--- src/rtl/fir_cmd_sequencer_if.sv ---
// Handshake and SCIE command bundle for the FIR command sequencer.
// slave = sequencer side, master = environment side.
interface fir_cmd_sequencer_if;
  logic        cfg_valid;
  logic        cfg_ready;
  logic [1:0]  cfg_index;
  logic [15:0] cfg_real;
  logic [15:0] cfg_imag;
  logic        in_valid;
  logic        in_ready;
  logic [15:0] in_real;
  logic [15:0] in_imag;
  logic        out_valid;
  logic        out_ready;
  logic [15:0] out_real;
  logic [15:0] out_imag;
  logic        scie_valid;
  logic [31:0] scie_insn;
  logic [15:0] scie_rs1_real;
  logic [15:0] scie_rs1_imag;
  logic [31:0] scie_rs2;
  logic [15:0] scie_rd_real;
  logic [15:0] scie_rd_imag;
  logic        err_idx;
  logic        busy;

  modport slave (
    input  cfg_valid, cfg_index, cfg_real, cfg_imag,
    input  in_valid, in_real, in_imag, out_ready,
    input  scie_rd_real, scie_rd_imag,
    output cfg_ready, in_ready, out_valid,
    output out_real, out_imag,
    output scie_valid, scie_insn,
    output scie_rs1_real, scie_rs1_imag, scie_rs2,
    output err_idx, busy
  );

  modport master (
    output cfg_valid, cfg_index, cfg_real, cfg_imag,
    output in_valid, in_real, in_imag, out_ready,
    output scie_rd_real, scie_rd_imag,
    input  cfg_ready, in_ready, out_valid,
    input  out_real, out_imag,
    input  scie_valid, scie_insn,
    input  scie_rs1_real, scie_rs1_imag, scie_rs2,
    input  err_idx, busy
  );
endinterface

--- src/rtl/fir_cmd_sequencer.sv ---
// Sequences coefficient loads and sample push/read commands to a SCIE
// FIR stage and queues the returned results in a small FIFO.
module fir_cmd_sequencer #(
  parameter int NTAPS     = 3,
  parameter int OUT_DEPTH = 4
) (
  input logic                clock,
  input logic                reset,
  fir_cmd_sequencer_if.slave bus
);
  localparam int AW = $clog2(OUT_DEPTH);
  localparam logic [AW:0] DEPTH = (AW+1)'(OUT_DEPTH);
  localparam logic [31:0] OP_LOAD = 32'd11;
  localparam logic [31:0] OP_PUSH = 32'd43;
  localparam logic [31:0] OP_READ = 32'd91;

  typedef enum logic [2:0] {
    IDLE, CFG, PUSH, GAP, READ, CAP
  } state_t;

  state_t state, state_nx;

  logic [15:0]   op_re, op_im;
  logic [1:0]    op_idx;
  logic [AW-1:0] head, tail;
  logic [AW:0]   count;
  logic [15:0]   mem_re [OUT_DEPTH];
  logic [15:0]   mem_im [OUT_DEPTH];
  logic          err_q;

  logic        idle, idx_ok;
  logic        cfg_rdy, in_rdy;
  logic        cfg_fire, in_fire;
  logic        out_vld, push, pop;
  logic        sv;
  logic [31:0] insn, rs2;
  logic [15:0] rs1_re, rs1_im;

  assign idle     = reset && (state == IDLE);
  assign idx_ok   = (32'(bus.cfg_index) < NTAPS);
  // cfg wins: a pending cfg masks in_ready
  assign cfg_rdy  = idle;
  assign in_rdy   = idle && !bus.cfg_valid
                    && (count < DEPTH);
  assign cfg_fire = bus.cfg_valid && cfg_rdy;
  assign in_fire  = bus.in_valid && in_rdy;
  assign out_vld  = reset && (count != '0);
  assign push     = reset && (state == CAP);
  assign pop      = out_vld && bus.out_ready;

  always_comb begin
    state_nx = state;
    sv       = 1'b0;
    insn     = '0;
    rs1_re   = '0;
    rs1_im   = '0;
    rs2      = '0;
    unique case (state)
      IDLE: begin
        unique case (1'b1)
          cfg_fire && idx_ok: state_nx = CFG;
          in_fire:            state_nx = PUSH;
          default:            state_nx = IDLE;
        endcase
      end
      CFG: begin
        sv       = 1'b1;
        insn     = OP_LOAD;
        rs1_re   = op_re;
        rs1_im   = op_im;
        rs2      = {30'd0, op_idx};
        state_nx = IDLE;
      end
      PUSH: begin
        sv       = 1'b1;
        insn     = OP_PUSH;
        rs1_re   = op_re;
        rs1_im   = op_im;
        state_nx = GAP;
      end
      GAP:  state_nx = READ;
      READ: begin
        sv       = 1'b1;
        insn     = OP_READ;
        state_nx = CAP;
      end
      CAP:     state_nx = IDLE;
      default: state_nx = IDLE;
    endcase
    if (!reset) begin
      sv     = 1'b0;
      insn   = '0;
      rs1_re = '0;
      rs1_im = '0;
      rs2    = '0;
    end
  end

  always_ff @(posedge clock) begin
    if (!reset) begin
      state <= IDLE;
      head  <= '0;
      tail  <= '0;
      count <= '0;
      err_q <= 1'b0;
    end else begin
      state <= state_nx;
      if (cfg_fire && !idx_ok)
        err_q <= 1'b1;
      if (push)
        tail <= tail + 1'b1;
      if (pop)
        head <= head + 1'b1;
      unique case ({push, pop})
        2'b10:   count <= count + 1'b1;
        2'b01:   count <= count - 1'b1;
        default: count <= count;
      endcase
    end
  end

  always_ff @(posedge clock) begin
    if (cfg_fire) begin
      op_re  <= bus.cfg_real;
      op_im  <= bus.cfg_imag;
      op_idx <= bus.cfg_index;
    end else if (in_fire) begin
      op_re  <= bus.in_real;
      op_im  <= bus.in_imag;
    end
    if (push) begin
      mem_re[tail] <= bus.scie_rd_real;
      mem_im[tail] <= bus.scie_rd_imag;
    end
  end

  assign bus.cfg_ready     = cfg_rdy;
  assign bus.in_ready      = in_rdy;
  assign bus.out_valid     = out_vld;
  assign bus.out_real      = out_vld ? mem_re[head] : '0;
  assign bus.out_imag      = out_vld ? mem_im[head] : '0;
  assign bus.scie_valid    = sv;
  assign bus.scie_insn     = insn;
  assign bus.scie_rs1_real = rs1_re;
  assign bus.scie_rs1_imag = rs1_im;
  assign bus.scie_rs2      = rs2;
  assign bus.err_idx       = err_q;
  assign bus.busy          = reset && (state != IDLE);
endmodule

--- src/flat_wrapper.sv ---
// flat-port wrapper written by rule: the top's interface ports become plain ports
module fir_cmd_sequencer_flat 
#(
  parameter int NTAPS     = 3,
  parameter int OUT_DEPTH = 4
)
  (clock, reset, bus_cfg_valid, bus_cfg_index, bus_cfg_real, bus_cfg_imag, bus_in_valid, bus_in_real, bus_in_imag, bus_out_ready, bus_scie_rd_real, bus_scie_rd_imag, bus_cfg_ready, bus_in_ready, bus_out_valid, bus_out_real, bus_out_imag, bus_scie_valid, bus_scie_insn, bus_scie_rs1_real, bus_scie_rs1_imag, bus_scie_rs2, bus_err_idx, bus_busy);
  fir_cmd_sequencer_if bus_i ();
  input logic clock;
  input logic reset;
  input wire logic [$bits(bus_i.cfg_valid)-1:0] bus_cfg_valid;
  input wire logic [$bits(bus_i.cfg_index)-1:0] bus_cfg_index;
  input wire logic [$bits(bus_i.cfg_real)-1:0] bus_cfg_real;
  input wire logic [$bits(bus_i.cfg_imag)-1:0] bus_cfg_imag;
  input wire logic [$bits(bus_i.in_valid)-1:0] bus_in_valid;
  input wire logic [$bits(bus_i.in_real)-1:0] bus_in_real;
  input wire logic [$bits(bus_i.in_imag)-1:0] bus_in_imag;
  input wire logic [$bits(bus_i.out_ready)-1:0] bus_out_ready;
  input wire logic [$bits(bus_i.scie_rd_real)-1:0] bus_scie_rd_real;
  input wire logic [$bits(bus_i.scie_rd_imag)-1:0] bus_scie_rd_imag;
  output wire logic [$bits(bus_i.cfg_ready)-1:0] bus_cfg_ready;
  output wire logic [$bits(bus_i.in_ready)-1:0] bus_in_ready;
  output wire logic [$bits(bus_i.out_valid)-1:0] bus_out_valid;
  output wire logic [$bits(bus_i.out_real)-1:0] bus_out_real;
  output wire logic [$bits(bus_i.out_imag)-1:0] bus_out_imag;
  output wire logic [$bits(bus_i.scie_valid)-1:0] bus_scie_valid;
  output wire logic [$bits(bus_i.scie_insn)-1:0] bus_scie_insn;
  output wire logic [$bits(bus_i.scie_rs1_real)-1:0] bus_scie_rs1_real;
  output wire logic [$bits(bus_i.scie_rs1_imag)-1:0] bus_scie_rs1_imag;
  output wire logic [$bits(bus_i.scie_rs2)-1:0] bus_scie_rs2;
  output wire logic [$bits(bus_i.err_idx)-1:0] bus_err_idx;
  output wire logic [$bits(bus_i.busy)-1:0] bus_busy;
  assign bus_i.cfg_valid = bus_cfg_valid;
  assign bus_i.cfg_index = bus_cfg_index;
  assign bus_i.cfg_real = bus_cfg_real;
  assign bus_i.cfg_imag = bus_cfg_imag;
  assign bus_i.in_valid = bus_in_valid;
  assign bus_i.in_real = bus_in_real;
  assign bus_i.in_imag = bus_in_imag;
  assign bus_i.out_ready = bus_out_ready;
  assign bus_i.scie_rd_real = bus_scie_rd_real;
  assign bus_i.scie_rd_imag = bus_scie_rd_imag;
  assign bus_cfg_ready = bus_i.cfg_ready;
  assign bus_in_ready = bus_i.in_ready;
  assign bus_out_valid = bus_i.out_valid;
  assign bus_out_real = bus_i.out_real;
  assign bus_out_imag = bus_i.out_imag;
  assign bus_scie_valid = bus_i.scie_valid;
  assign bus_scie_insn = bus_i.scie_insn;
  assign bus_scie_rs1_real = bus_i.scie_rs1_real;
  assign bus_scie_rs1_imag = bus_i.scie_rs1_imag;
  assign bus_scie_rs2 = bus_i.scie_rs2;
  assign bus_err_idx = bus_i.err_idx;
  assign bus_busy = bus_i.busy;
  fir_cmd_sequencer #(.NTAPS(NTAPS), .OUT_DEPTH(OUT_DEPTH)) u_core (.clock(clock), .reset(reset), .bus(bus_i));
endmodule
--- config.mk ---
export PLATFORM = sky130hd
export DESIGN_NAME = fir_cmd_sequencer_flat
export DESIGN_NICKNAME = d
export VERILOG_FILES = /design/src/rtl/fir_cmd_sequencer_if.sv /design/src/rtl/fir_cmd_sequencer.sv /design/src/flat_wrapper.sv
export SDC_FILE = /design/constraint.sdc
export NUM_CORES = 1
export LEC_CHECK = 0
export ABC_CLOCK_PERIOD_IN_PS = 2700
export BUFFER_PORTS_ARGS = -buffer_cell sky130_fd_sc_hd__buf_2
export CELL_PAD_IN_SITES_DETAIL_PLACEMENT = 0
export CELL_PAD_IN_SITES_GLOBAL_PLACEMENT = 2
export CORE_MARGIN = 1
export CORE_UTILIZATION = 35
export CTS_CLUSTER_DIAMETER = 150
export DETAILED_ROUTE_END_ITERATION = 8
export GPL_ROUTABILITY_DRIVEN = 0
export PLACE_DENSITY = 0.85
export SLEW_MARGIN = 20
export SYNTH_ARGS = -nofsm -noshare
export SYNTH_HDL_FRONTEND = slang
export SYNTH_SLANG_ARGS = --single-unit
--- constraint.sdc ---
create_clock -name clock -period 2.7 [get_ports clock]
set_input_delay 0.27 -clock clock [delete_from_list [all_inputs] [get_ports clock]]
set_output_delay 0.27 -clock clock [all_outputs]
set_load 0.005 [all_outputs]
# Yosys cells after proc, flatten, opt, wreduce, memory -nomap -nowiden
# Memory sizes are Yosys's and may differ from the RTL's. A register that Yosys moved wholly into a read port is not among the register bits.
# Index checks and enable logic that the tools add are counted.
# totals
elab_cells,68
mem_bits_rw,128
output_inout_bits,134
register_bits,45
memories,2
inputBits,103
# mem_list
memory,words,width,read_ports,rd_clocked_by_memory_dff,wr,line_no,rtl
u_core.mem_im,4,16,1,1,1,fir_cmd_sequencer.sv:28,logic [15:0] mem_im [OUT_DEPTH];
u_core.mem_re,4,16,1,1,1,fir_cmd_sequencer.sv:27,logic [15:0] mem_re [OUT_DEPTH];
# classes
order_cmp,2
addsub,4
eq_ne,7
n_reduce_logical,20
mux,25
# op_table
cell,count
$mux 16,10
$pmux 7 s3,1
$mux 2,6
$pmux 3 s4,1
$logic_and 1x1->1,11
$mux 7,1
$eq 3x2->1 const B,2
$eq 3x3->1 const B,2
$pmux 3 s2,1
$reduce_bool 3->1,2
$add 2x1->2 const B,2
$mux 1,4
$pmux 2 s2,1
$reduce_bool 2->1,2
$add 3x1->3 const B,1
$eq 3x1->1 const B,1
$logic_not 3->1,1
$lt 3x3->1 const B,1
$reduce_or 3->1,1
$sub 3x1->3 const B,1
$eq 2x1->1 const B,1
$eq 2x2->1 const B,1
$logic_not 1->1,2
$lt 2x2->1 const B,1
$reduce_or 2->1,1

# Longest topological paths before layout
# depth
word_depth,7
ltp_mapped,10
depth_no_buf,9

# Least setup slack after synthesis
# No wires, ideal clock.
# synth_timing
path_kind,reg2reg
start,reg u_core.state[0]
end,reg u_core.op_im[0] (enable)
path_buffers,1
stages_incl_launch_ff,5
setup_ns,0.388
synth_period_minus_slack_ns,2.303
t_arrival_ns,1.915
slack_ns,0.397
required_time_ns,2.312
path_cell_list,dfxtp_1 -> buf_4 -> or3b_2 -> nor4_4 -> a21o_1
# synth_between
elab_chain_cells,6
word_cells_on_any_way,7
cone_classes,7 x reduce/logical
# synth_lines
item,line_no,rtl
"start, declared",fir_cmd_sequencer.sv:21,"state_t state, state_nx;"
"start signal, assigned",fir_cmd_sequencer.sv:107,state <= state_nx;
$logic_not 3->1,fir_cmd_sequencer.sv:39,assign idle = reset && (state == IDLE);
$logic_and 1x1->1,fir_cmd_sequencer.sv:39,
$logic_and 1x1->1,fir_cmd_sequencer.sv:43,assign in_rdy = idle && !bus.cfg_valid
$logic_and 1x1->1,fir_cmd_sequencer.sv:44,&& (count < DEPTH);
via bus_in_ready,flat_wrapper.sv:22,output wire logic [$bits(bus_i.in_ready)-1:0] bus_in_ready;
$logic_and 1x1->1,fir_cmd_sequencer.sv:46,assign in_fire = bus.in_valid && in_rdy;
$reduce_bool 2->1 (no source line),--,
"end signal, assigned",fir_cmd_sequencer.sv:125,op_im <= bus.cfg_imag;
"end signal, assigned",fir_cmd_sequencer.sv:129,op_im <= bus.in_imag;
"end, declared",fir_cmd_sequencer.sv:23,"logic [15:0] op_re, op_im;"
# The timed path passes the listed nets, and every way through them passes these cells.
# A chain may end at the register's enable or synchronous reset.

# Worst setup path in the final report
# layout_timing
start,reg u_core.count[2]
end,out bus_out_real[1]
# layout_between
elab_chain_cells,3
# layout_lines
item,line_no,rtl
"start, declared",fir_cmd_sequencer.sv:26,logic [AW:0] count;
"start signal, assigned",fir_cmd_sequencer.sv:115,2'b10: count <= count + 1'b1;
"start signal, assigned",fir_cmd_sequencer.sv:116,2'b01: count <= count - 1'b1;
"start signal, assigned",fir_cmd_sequencer.sv:117,default: count <= count;
$reduce_bool 3->1,fir_cmd_sequencer.sv:47,assign out_vld = reset && (count != '0);
$logic_and 1x1->1,fir_cmd_sequencer.sv:47,
$mux 16,fir_cmd_sequencer.sv:140,assign bus.out_real = out_vld ? mem_re[head] : '0;
"end, declared",flat_wrapper.sv:24,output wire logic [$bits(bus_i.out_real)-1:0] bus_out_real;
# Every way passes these cells.

==> impl_metrics.json <==
{
  "insertion_delay_ns": 0.42,
  "worst_pin_slew_ns": 0.552,
  "numPortBuffers": 180,
  "postLayoutCoreUtil_pct": 43.1,
  "fp.dieH_um": 151,
  "htree_num_levels": 4,
  "mappedNetlistArea_mm2": 0.00779,
  "status": "finished, final reports clean",
  "globalRouteTotalUtil_pct": 14.1,
  "worst_setup_end_kind": "output pin",
  "max_cap_violations": 0,
  "fin_skew_ns": 0.0133,
  "final_cell_area_mm2": 0.00940,
  "number_of_flops_mapped_to_enable_cells_by_yosys": 162,
  "hold_ws_ns": 0.0389,
  "yosysWarnings": 0,
  "hold_violation_count_in_the_final_report": 0,
  "element_type_at_the_critical_path_start": "flop",
  "netlist-cell-type-count": 39,
  "power_total_mw": 5.71,
  "grt_met2_usage_pct": 25.3,
  "fmax_ghz": 0.420,
  "post_cts.resized_instances": 0,
  "timing.critical_path.fanout_max": 19,
  "cp.arrival_ns": 2.11,
  "via_density": 4.56,
  "rsz0062_at_grt": "no",
  "place_area_mm2": 0.00884,
  "report.final.setup_viol": 0,
  "post-place-cells": 911,
  "most-common-layout-cells": "180 x buf_2, 162 x edfxtp_1, 56 x conb_1, 35 x and3_1",
  "diodes": 0,
  "antenna_found_initial": 0,
  "use_met3_pct": 4.79,
  "total_leakage_power_nw": 3.89,
  "inserted_clock_buffers": 17,
  "final.setup.tns_ns": 0,
  "wl_per_cell_um": 16.2,
  "synthDominantCellAreaShare_pct": 62.4,
  "fin_crit_sh_pct": 88.3,
  "postSynth.asyncResetShare_pct": 0,
  "critical-path-slowest-cell": "or3_1",
  "cts-root-buf": "clkbuf_16",
  "worst_ep_required_time_ns": 2.43,
  "num_vias": 4297,
  "core_area_mm2": 0.0218,
  "drive_gt1_share_pct": 45.9,
  "slew_headroom_pct": 63.2,
  "cts_sinks": 175,
  "synthCells": 462,
  "gr-usage-met1_pct": 15.2,
  "detailedRoute.firstPassIterationCount": 6,
  "yosys.area.top_type": "edfxtp_1",
  "die_width_um": 151,
  "first_pass_grt_wire_length_mm": 23.5,
  "crit_start": "u_core.count[2]",
  "cts_tree": "yes",
  "path_class": "flop to output pin",
  "synthFlopType": "edfxtp_1",
  "maxSlewViolCount": 0,
  "detailedPlacementHpwl_mm": 10.9,
  "stdcell_count": 942,
  "grt-busiest-layer": "met2",
  "row_count": 54,
  "pwr_density_cell_mw_per_mm2": 608,
  "route.antenna.remaining_nets": 0,
  "via_count_of_the_first_global_routing_pass": 4487,
  "design.die.area_mm2": 0.0229,
  "floorplan.io_pins": 237,
  "post-cts-setup-buffers": 0,
  "timing.hold.worst.class": "input pin to flop",
  "max_stage_delay_ns": 0.66,
  "ys_top_cells_by_area": "edfxtp_1 62%, mux4_2 9.2%, buf_4 6.1%",
  "initial_core_utilization_pct": 35.7,
  "drt-total-wl_mm": 15.3,
  "postLayoutSetupSlackWorst_ns": 0.317,
  "finalNetCount": 759,
  "ir_drop_uv": 395,
  "post_cts_hold_buffer_count": 0,
  "flow.area_growth_from_synthesis_pct": 20.6,
  "globalRouteOverflowTotal": 0,
  "clock_path_buffers": 2,
  "timing.rr.start": "u_core.state[0]",
  "drcViolationCount": 0,
  "detailedRoute.firstIterationViolations": 183,
  "period_minus_slack_ns": 2.38,
  "final_common_cell": "buf_2",
  "syn-mean-instance-area_um2": 16.9,
  "worst_hold_startpoint": "bus_cfg_index[0]",
  "clk_pin_slew_worst_paths_ns": 0.07,
  "synth-seq-area-share_pct": 65.8,
  "dpl_worst_slack_ns": 0.491,
  "ys_ff_latch": 175,
  "grt_max_degree": 34,
  "crit_path_cell_trace": "or3_1 -> buf_4 -> and3_1 -> buf_2"
}
[report_power, final]
part,switching (mW),internal [mW]
Sequential,0.0159,3.02
Clock,1.03,1.28
Combinational,0.182,0.183
Total,1.23,4.48
[final timing paths]
path                              to  slack [ns]  cells past startpoint
hold reg to reg   u_core.bus.err_idx        0.47                      2
setup / recovery     bus_out_real[1]        0.32                      4
setup reg to reg     u_core.count[2]        0.43                      9
hold / removal      u_core.op_idx[0]        0.04                      1
[final cells by class]
cell class | instances | area, um^2
well taps | 280 | 350
clock buffers | 17 | 425
flip-flops and latches | 175 | 5130
multi-input cells | 249 | 2270
clock inverters | 14 | 131
fillers | 1976 | 12400
inverters | 9 | 33.8
repair buffers | 198 | 1060
[routing by layer]
layer	wire (um)	share of wire [%]	vias up
met4	178	1.2	0
met5	0	0	-
met3	1310	8.5	10
li1	-	-	1993
met1	5970	39	2074
met2	7820	51	220
[Yosys cell counts (2+ instances only)]
| library cell | instances |
|---|---|
| edfxtp_1 | 162 |
| buf_4 | 63 |
| and2_1 | 36 |
| and3_1 | 35 |
| mux4_2 | 32 |
| mux2_4 | 28 |
| dfxtp_1 | 13 |
| nor2_1 | 13 |
| clkbuf_1 | 12 |
| inv_1 | 9 |
| a21oi_1 | 5 |
| ha_1 | 5 |
| nand2_1 | 5 |
| mux2_2 | 4 |
| xor2_1 | 4 |
| buf_1 | 3 |
| buf_2 | 3 |
| buf_6 | 3 |
| nand3b_1 | 2 |
| nor3_1 | 2 |
| o21ai_0 | 2 |
| or3_1 | 2 |
| or3b_2 | 2 |
| xnor2_1 | 2 |
[sequential cells by signal, summed over array words and instances (netlist names), named ones only]
register and flops:
u_core.op_im 16, u_core.state 3, u_core.head 2, u_core.bus.err_idx 1
u_core.tail 2, u_core.count 3, u_core.mem_re 64, u_core.mem_im 64
u_core.op_idx 2, u_core.op_re 16
[worst max-delay path, delay by kind of cell, from the launching register on]
kind	cells	cell delay [ns]
buffers and inverters	2	0.43
AND/OR/NAND/NOR	2	0.85
flip-flops	1	0.40
[logic make-up (layout without fill, tap and decap cells)]
| kind of cell | Yosys count | in the layout | share of synthesized area, % |
|---|---|---|---|
| DFF | 175 | 175 | 65.8 |
| and+or+nand+nor | 105 | 105 | 8.40 |
| buffers and inverters | 93 | 238 | 7.85 |
| muxes | 64 | 64 | 15.2 |
| AOI/OAI and AO/OA | 12 | 12 | 0.980 |
| adders and majority gates | 6 | 6 | 1.06 |
| xor gates and xnor gates | 6 | 6 | 0.674 |
| other | 1 | 56 | 0.0481 |
Note: power is estimated with default switching activity, not from simulation.
